[config.mk]
export PLATFORM = sky130hd
export DESIGN_NAME = wsa_adc_frontend
export DESIGN_NICKNAME = d
export VERILOG_FILES = /design/src/rtl/wsa_adc_frontend_pkg.sv /design/src/rtl/wsa_dc_offset.sv /design/src/rtl/wsa_adc_frontend.sv
export SDC_FILE = /design/constraint.sdc
export NUM_CORES = 1
export LEC_CHECK = 0
export ABC_AREA = 1
export BUFFER_PORTS_ARGS = -buffer_cell sky130_fd_sc_hd__buf_4
export CORE_MARGIN = 2
export CORE_UTILIZATION = 55
export CTS_CLUSTER_DIAMETER = 150
export CTS_CLUSTER_SIZE = 20
export DETAILED_ROUTE_END_ITERATION = 16
export PLACE_DENSITY = 0.75
export SLEW_MARGIN = 20
export SYNTH_ARGS = -nofsm -noshare
export SYNTH_HDL_FRONTEND = slang
export SYNTH_HIERARCHICAL = 1
export SYNTH_SLANG_ARGS = --single-unit
[constraint.sdc]
create_clock -name clock -period 4.5 [get_ports clock]
set_clock_uncertainty 0.2 [all_clocks]
set_input_delay 0.45 -clock clock [delete_from_list [all_inputs] [get_ports clock]]
set_output_delay 0.45 -clock clock [all_outputs]
set_load 0.02 [all_outputs]
[src/rtl/wsa_adc_frontend_pkg.sv]
// Shared definitions for the ADC front end: register addresses, RX mux select
// codes and reset values, and the mux routing helper.
package wsa_adc_frontend_pkg;

    localparam logic [6:0] MUX_ADDR      = 7'd8;
    localparam logic [6:0] DCO_EN_ADDR   = 7'd9;
    localparam logic [6:0] OFFSET_A_ADDR = 7'd10;
    localparam logic [6:0] OFFSET_B_ADDR = 7'd11;

    localparam int RSSI_SHIFT = 10;

    localparam logic [31:0] MUX_RESET = 32'h0000_0042;

    typedef enum logic [1:0] {
        SEL_CORR_A = 2'd0,
        SEL_CORR_B = 2'd1,
        SEL_ZERO_2 = 2'd2,
        SEL_ZERO_3 = 2'd3
    } mux_sel_e;

    function automatic logic [15:0] mux_route(input logic [1:0] sel,
                                              input logic [15:0] corr_a,
                                              input logic [15:0] corr_b);
        case (mux_sel_e'(sel))
            SEL_CORR_A: mux_route = corr_a;
            SEL_CORR_B: mux_route = corr_b;
            default:    mux_route = 16'h0000;
        endcase
    endfunction

endpackage

[src/rtl/wsa_dc_offset.sv]
// One channel's DC-offset removal: offset integrator, saturating subtract and
// the corrected-sample register.
module wsa_dc_offset
(
    input  logic        clock,
    input  logic        reset,
    input  logic        enable,
    input  logic        dco_en,
    input  logic        load_en,
    input  logic [15:0] load_val,
    input  logic [15:0] adc,
    output logic [15:0] corr
);

    logic [31:0] acc_q, acc_d;
    logic [15:0] corr_q, corr_d;
    logic [16:0] diff;
    logic [15:0] sat;

    // NOTE: every signal assigned here gets a default first so no latch is inferred.
    always_comb begin
        diff = {adc[15], adc} - {acc_q[31], acc_q[31:16]};
        // A sign mismatch between bits 16 and 15 means the 17-bit result left 16-bit range.
        if (diff[16] != diff[15])
            sat = diff[16] ? 16'h8000 : 16'h7FFF;
        else
            sat = diff[15:0];

        acc_d  = acc_q;
        corr_d = corr_q;
        if (enable) begin
            corr_d = sat;
            if (dco_en)
                acc_d = acc_q + {{16{sat[15]}}, sat};
        end
        if (load_en)
            acc_d = {load_val, 16'h0000};
    end

    // NOTE: sequential state uses non-blocking assignments; reset is synchronous and wins.
    always_ff @(posedge clock) begin
        if (reset) begin
            acc_q  <= '0;
            corr_q <= '0;
        end else begin
            acc_q  <= acc_d;
            corr_q <= corr_d;
        end
    end

    assign corr = corr_q;

endmodule

[src/rtl/wsa_adc_frontend.sv]
// Dual-channel ADC front end: widen, DC-offset correct, route to DDC I/Q, and
// report channel-A RSSI/overload when built with WSA_ADC_RSSI_EN.
module wsa_adc_frontend
    import wsa_adc_frontend_pkg::*;
(
    input  logic        clock,
    input  logic        reset,
    input  logic        enable,
    input  logic        serial_strobe,
    input  logic [6:0]  serial_addr,
    input  logic [31:0] serial_data,
    input  logic [11:0] rx_a_a,
    input  logic [11:0] rx_b_a,
    output logic [15:0] ddc0_in_i,
    output logic [15:0] ddc0_in_q,
    output logic [3:0]  rx_numchan,
    output logic [31:0] rssi_0
);

    logic [31:0] mux_q, mux_d;
    logic [1:0]  dco_en_q, dco_en_d;
    logic [15:0] adc_a_q, adc_a_d;
    logic [15:0] adc_b_q, adc_b_d;
    logic        load_a, load_b;
    logic [15:0] corr_a, corr_b;

    always_comb begin
        mux_d    = mux_q;
        dco_en_d = dco_en_q;
        if (serial_strobe && serial_addr == MUX_ADDR)
            mux_d = serial_data;
        if (serial_strobe && serial_addr == DCO_EN_ADDR)
            dco_en_d = serial_data[1:0];

        adc_a_d = adc_a_q;
        adc_b_d = adc_b_q;
        if (enable) begin
            adc_a_d = {rx_a_a[11], rx_a_a, 3'b000};
            adc_b_d = {rx_b_a[11], rx_b_a, 3'b000};
        end
    end

    always_ff @(posedge clock) begin
        if (reset) begin
            mux_q    <= MUX_RESET;
            dco_en_q <= '0;
            adc_a_q  <= '0;
            adc_b_q  <= '0;
        end else begin
            mux_q    <= mux_d;
            dco_en_q <= dco_en_d;
            adc_a_q  <= adc_a_d;
            adc_b_q  <= adc_b_d;
        end
    end

    assign load_a = serial_strobe && (serial_addr == OFFSET_A_ADDR);
    assign load_b = serial_strobe && (serial_addr == OFFSET_B_ADDR);

    wsa_dc_offset u_dco_a (
        .clock    (clock),
        .reset    (reset),
        .enable   (enable),
        .dco_en   (dco_en_q[0]),
        .load_en  (load_a),
        .load_val (serial_data[15:0]),
        .adc      (adc_a_q),
        .corr     (corr_a)
    );

    wsa_dc_offset u_dco_b (
        .clock    (clock),
        .reset    (reset),
        .enable   (enable),
        .dco_en   (dco_en_q[1]),
        .load_en  (load_b),
        .load_val (serial_data[15:0]),
        .adc      (adc_b_q),
        .corr     (corr_b)
    );

    assign ddc0_in_i  = mux_route(mux_q[5:4], corr_a, corr_b);
    assign ddc0_in_q  = mux_route(mux_q[7:6], corr_a, corr_b);
    assign rx_numchan = mux_q[3:0];

`ifdef WSA_ADC_RSSI_EN
    logic [25:0] rssi_acc_q, rssi_acc_d;
    logic [25:0] ovl_acc_q, ovl_acc_d;
    logic [11:0] raw_a;
    logic [11:0] abs_a;
    logic        over_a;

    // The stage-1 register carries the raw sample in bits [14:3].
    always_comb begin
        raw_a = adc_a_q[14:3];
        if (!raw_a[11])
            abs_a = raw_a;
        else if (raw_a == 12'h800)
            abs_a = 12'h7FF;
        else
            abs_a = 12'd0 - raw_a;
        over_a = (raw_a == 12'h7FF) || (raw_a == 12'h800);

        rssi_acc_d = rssi_acc_q;
        ovl_acc_d  = ovl_acc_q;
        if (enable) begin
            rssi_acc_d = rssi_acc_q + {14'd0, abs_a} - (rssi_acc_q >> RSSI_SHIFT);
            ovl_acc_d  = ovl_acc_q + (over_a ? 26'h000_FFFF : 26'h0)
                         - (ovl_acc_q >> RSSI_SHIFT);
        end
    end

    always_ff @(posedge clock) begin
        if (reset) begin
            rssi_acc_q <= '0;
            ovl_acc_q  <= '0;
        end else begin
            rssi_acc_q <= rssi_acc_d;
            ovl_acc_q  <= ovl_acc_d;
        end
    end

    assign rssi_0 = {ovl_acc_q[25:10], rssi_acc_q[25:10]};
`else
    assign rssi_0 = 32'h0;
`endif

endmodule

* Yosys cells after proc, flatten, opt, wreduce, memory -nomap -nowiden *
Cells that the tools add are included.

word-level totals
  bits in registers = 130
  output and inout bits = 68
  word-level logic and storage cells = 50

operators by class
  add/subtract/negate cells = 4
  equal/unequal tests = 8
  mux-type cells = 12
  reduce and logical (&&, ||, !) cells = 16

operators by type and width
  operator                                                                count
  32-bit 2-to-1 mux                                                       6
  32-bit adder                                                            2
  16-bit 2-to-1 mux                                                       4
  16-bit one-hot mux with 2 select lines                                  2
  15-bit by 16-bit subtractor with 17-bit output                          2
  7-bit by 4-bit equality test with 1-bit output (second input constant)  4
  2-bit AND reduction                                                     4
  2-bit nonzero test                                                      4
  2-bit by 1-bit equality test with 1-bit output (second input constant)  2
  1-bit logical AND                                                       4
  2-bit logical NOT                                                       2
  2-bit OR reduction                                                      2
  1-bit != test                                                           2

* Logic depth before layout (Yosys ltp) *
  depth in word-level cells = 7
  mapped depth = 31
  gate-level depth less buffers = 30

* Cells and area by module *
The synthesis kept the hierarchy.

modules (own cells, without submodules)
  module                   instances  cells each  area an instance (um^2)  seq. area each (um^2)
  wsa_dc_offset (u_dco_a)  1          943         5,353.9                  960.9
  wsa_dc_offset (u_dco_b)  1          936         5,246.3                  960.9
  wsa_adc_frontend         1          290         1,981.9                  680.7

* Worst setup path after synthesis *
No wires, ideal clock.

  path kind = register to register
  start = register u_dco_b.acc_q[16]
  end = register u_dco_b.acc_q[30]
  setup time = 70 ps
  data arrival time = 4,054 ps
  path slack = 176 ps
  cell stages (with the launch flop) = 31
  path buffers = 1
  clock period less this slack = 4,324 ps
  cells stage by stage = dfxtp_1 -> ha_1 -> fa_1 -> inv_1 -> nand3_1 -> nand2_1 -> nand3_2 -> nand2_2 -> nand2_1 -> nand2_1 -> nand2_2 -> and2_2 -> ha_1 -> inv_1 -> clkbuf_1 -> nand2_1 -> nand2_1 -> inv_1 -> ha_1 -> fa_1 -> nand3_1 -> nand3_1 -> nand2_1 -> nand2_1 -> nand2_1 -> nand2_1 -> nand2_1 -> nand2_1 -> nand2_1 -> nand3_1 -> a21oi_1

between the ends
  word-level cells in the longest chain between the ends = 7
  elaborated cells on any way between the ends = 8
  classes of those cells = 2 x add/sub; 1 x eq/ne; 5 x mux

ends and longest elaborated chain
  what                                                       line                                      text
  start: declaration                                         wsa_dc_offset.sv:15                       logic [31:0] acc_q, acc_d;
  start signal: assignment                                   wsa_dc_offset.sv:43                       acc_q <= '0;
  start signal: assignment                                   wsa_dc_offset.sv:46                       acc_q <= acc_d;
  15-bit by 16-bit subtractor with 17-bit output *           wsa_dc_offset.sv:22                       diff = {adc[15], adc} - {acc_q[31], acc_q[31:16]};
  16-bit 2-to-1 mux / 1-bit != test (equally long branches)  wsa_dc_offset.sv:25, wsa_dc_offset.sv:24
  16-bit 2-to-1 mux *                                        wsa_dc_offset.sv:24                       if (diff[16] != diff[15])
  net u_dco_b.sat[0]                                         wsa_dc_offset.sv:18                       logic [15:0] sat;
  32-bit adder *                                             wsa_dc_offset.sv:34                       acc_d = acc_q + {{16{sat[15]}}, sat};
  32-bit 2-to-1 mux *                                        wsa_dc_offset.sv:33                       if (dco_en)
  32-bit 2-to-1 mux *                                        wsa_dc_offset.sv:31                       if (enable) begin
  32-bit 2-to-1 mux *                                        wsa_dc_offset.sv:36                       if (load_en)

Mark *: on every way through the listed nets, which the timed path passes. The rest lies on a longest branch. The select of a mux whose other input is x is not followed.
A chain may end at the register's enable or synchronous reset.

* Worst setup path in the final report *
  start = register u_dco_b.acc_q[16]
  end = register u_dco_b.acc_q[25]

The elaborated chain is that of the path after synthesis.

==> summary.txt <==
Outcome
  – Status: finished clean

Placement
  – Place WS: 0.01354 ns
  – GP Congestion: around 0.95
  – Port bufs: 86
  – Post-DP HPWL: 30290 microns
  – Placed insts: 2594
  – Area post-placement: approximately 0.014 sq mm

Layout
  – Most frequent cells in the layout: nand2_1, inv_1, buf_4, nor2_1, nand3_1
  – Final core occ: 0.6711
  – Fill count: about 2.1k
  – Share of cells above drive strength 1: 0.1566
  – Synth-to-layout area growth: 20.39%
  – Post-Layout Inst Area: between 0.015 and 0.02 sq mm
  – Commonest non-fill, non-tap cell in the layout: nand2_1
  – # nets final: around 2.5k
  – Multi-input gate area: around 0.0084 sq mm
  – Non-filler cells, final: between 2k and 3k
  – Diodes inserted: 0
  – Register area: 0.002604 sq mm

Global route
  – Tot GR Track Use: 0.3126
  – Grt ovf: 0
  – First-pass GRT wire length: a little over 60000 microns
  – Initial antenna violation count: 0
  – Pin count of the biggest net entering global routing: 65
  – Vias in the first global route: 12.84k

Pwr
  – Pwr Density: around 370 mW/mm^2
  – Switching share of power: 0.4319
  – NetSw: 2.443 mW
  – Logic pwr share: 0.530
  – Pint: 3.214 mW
  – LEAKAGE: about 8.4 nW
  – Sequential power share: 0.222
  – Clock power share: 0.248
  – Power, Total: 5.657 mW
  – VDD IR-drop max: between 200 and 250 uV

STA
  – Max-slew headroom: 0.3516
  – Final worst slack: 0.1743 ns
  – Worst slew pin tran: 0.9690 ns
  – Total Neg Setup Slack: 0 ns
  – Final hold slack: 0.04266 ns
  – Period utilization: 0.9613
  – Final setup viols: 0
  – Fmax: 231.2 MHz
  – Fin crit period: 4.326 ns
  – Final hold vios: 0
  – Slew Limit Fails: 0
  – Unrepaired setup endpoints after global routing: yes

Routing
  – Total Wirelength: a little under 40000 microns
  – ANT nets after route: 0
  – Total vias in the final route: 13.54k
  – DR vias/cell: slightly above 5
  – DR DRC count: 0
  – WL per Instance: 14.66 microns
  – Drt initial violations: 821
  – TritonRoute pass-1 iters: 5

Floorplan
  – Die width: 155.3 microns
  – Std cell rows: 55
  – Core Footprint: 0.02257 sq mm
  – Die area: between 0.02 and 0.025 sq mm
  – I/O pin cnt: 135
  – Starting Density: 0.5574
  – Die H: 155.3 microns

Clock network
  – Clock Tree Buf Depth: 2
  – CTS H-tree depth: 4
  – CTS tree: done
  – Sink Count: 130
  – Clk root buf: clkbuf_16
  – Skew-Pair Late Insertion Delay: 0.43 ns
  – Hold_buf cts: 0
  – Total CTS buffers: 17
  – Clk pin slew, worst setup/hold paths: 0.06 ns

Yosys
  – Synth Area per Inst: just under 6 sq um
  – Mapped Cells: 2169
  – Top_reg_cell synth: dfxtp_1
  – Ys async rst share: 0
  – Post-synth EDFFs: 0
  – Yosys cell types: 40
  – Seq cells post-synth: 130
  – Total number of yosys warnings: 6
  – Post-synthesis sequential area ratio: 0.2068
  – Mapped cell area: 0.01258 sq mm

Worst setup path
  – Max stage delay on crit path: 0.39 ns
  – Startpoint Class: register
  – Worst-path maximum fanout: 11
  – Critical path's slowest cell: fa_1
  – Critical Path AT: 4.41 ns
  – CP Data Required Time: 4.59 ns
  – Most frequent cell on the critical path: nand2_1
  – Crit end category: register
  – WS Path Type: register to register

Run
  – Max-cap violations: 0

Worst hold path
  – Worst hold-check path type: input pin to register
-- synthesized netlist by cell type, types with 3 or more instances --
cell type | number | share of area
buf_6 | 4 | 0.0036
buf_4 | 36 | 0.021
a21o_1 | 6 | 0.0036
nand2_2 | 17 | 0.0085
nor2_2 | 3 | 0.0015
nand3b_1 | 5 | 0.0030
xor2_1 | 28 | 0.019
nor3_1 | 8 | 0.0032
inv_1 | 461 | 0.14
o21ai_0 | 138 | 0.055
xnor2_1 | 6 | 0.0042
ha_1 | 100 | 0.099
nand4_1 | 10 | 0.0050
fa_1 | 4 | 0.0064
clkbuf_1 | 30 | 0.0090
nand3_1 | 157 | 0.062
o21bai_1 | 27 | 0.016
nand2_1 | 619 | 0.18
a21oi_2 | 11 | 0.0077
dfxtp_1 | 130 | 0.21
a21oi_1 | 134 | 0.053
o22ai_1 | 32 | 0.016
nand3_2 | 3 | 0.0024
nor2_1 | 163 | 0.049
and2_1 | 5 | 0.0025
buf_2 | 7 | 0.0028
and3_1 | 4 | 0.0020
-- state kept, by name, indices dropped and copies added (netlist names) --
signal	count
adc_a_q	12
adc_b_q	12
dco_en_q	2
mux_q	8
u_dco_a/acc_q	32
u_dco_a/corr	16
u_dco_b/acc_q	32
u_dco_b/corr	16
-- area by class of cell --
type	count	area share
Inverter	462	0.1149
Tap cell	285	0.02354
Clock buffer	19	0.02858
Multi-Input combinational cell	1534	0.5575
Clock inverter	13	0.009830
Timing Repair Buffer	186	0.09376
Sequential cell	130	0.1719
-- power groups by stage --
stage / Clock (mW) / Sequential, mW / Combinational, mW
floorplan: 0 / 1.26 / 1.76
global placement: 0 / 1.28 / 2.59
detailed placement: 0 / 1.28 / 2.64
CTS: 1.42 / 1.25 / 2.67
global route: 1.48 / 1.26 / 3.29
finish: 1.40 / 1.26 / 3.00
-- cells by family after synthesis --
kind of cell | share of synthesized area
xor+xnor | 0.02367
other cells | 0.0002980
flops | 0.2068
simple gates | 0.3326
compound gates | 0.1526
fa+ha+maj | 0.1058
buf+inv | 0.1781
-- final timing paths --
path	start	endpoint	slack, ns	cells after the start
setup / recovery	u_dco_b/acc_q[16]$_SDFFE_PP0P_	u_dco_b/acc_q[25]$_SDFFE_PP0P_	0.17	29
hold / removal	rx_b_a[5]	adc_b_q[8]$_SDFFE_PP0P_	0.04	3
setup reg to reg	u_dco_b/acc_q[16]$_SDFFE_PP0P_	u_dco_b/acc_q[25]$_SDFFE_PP0P_	0.17	29
hold reg to reg	mux_q[2]$_SDFFE_PP0P_	mux_q[2]$_SDFFE_PP0P_	0.29	2
-- worst max-delay path, delay by kind of cell (launching register included) --
kind / cells / cell delay [ns]
AO/OA/AOI/OAI: 1 / 0.06
adder cells (fa/ha/maj): 4 / 1.25
buffers and inverters: 6 / 0.54
flip-flops: 1 / 0.32
AND/OR/NAND/NOR: 18 / 1.83
-- timing repair --
action	CTS	global route
pin swaps	0	10
resized for setup	6	111
endpoints found under the setup margin	11	56
setup buffers	0	3
-- routing by layer --
metal	share of wire	GRT usage	vias to the layer above
met5	0	0	-
met4	0.041	0.1490	0
met3	0.043	0.04318	92
met2	0.50	0.5776	329
met1	0.41	0.3539	6114
li1	-	-	7004
No activity file was read; power rests on OpenSTA's default activity.
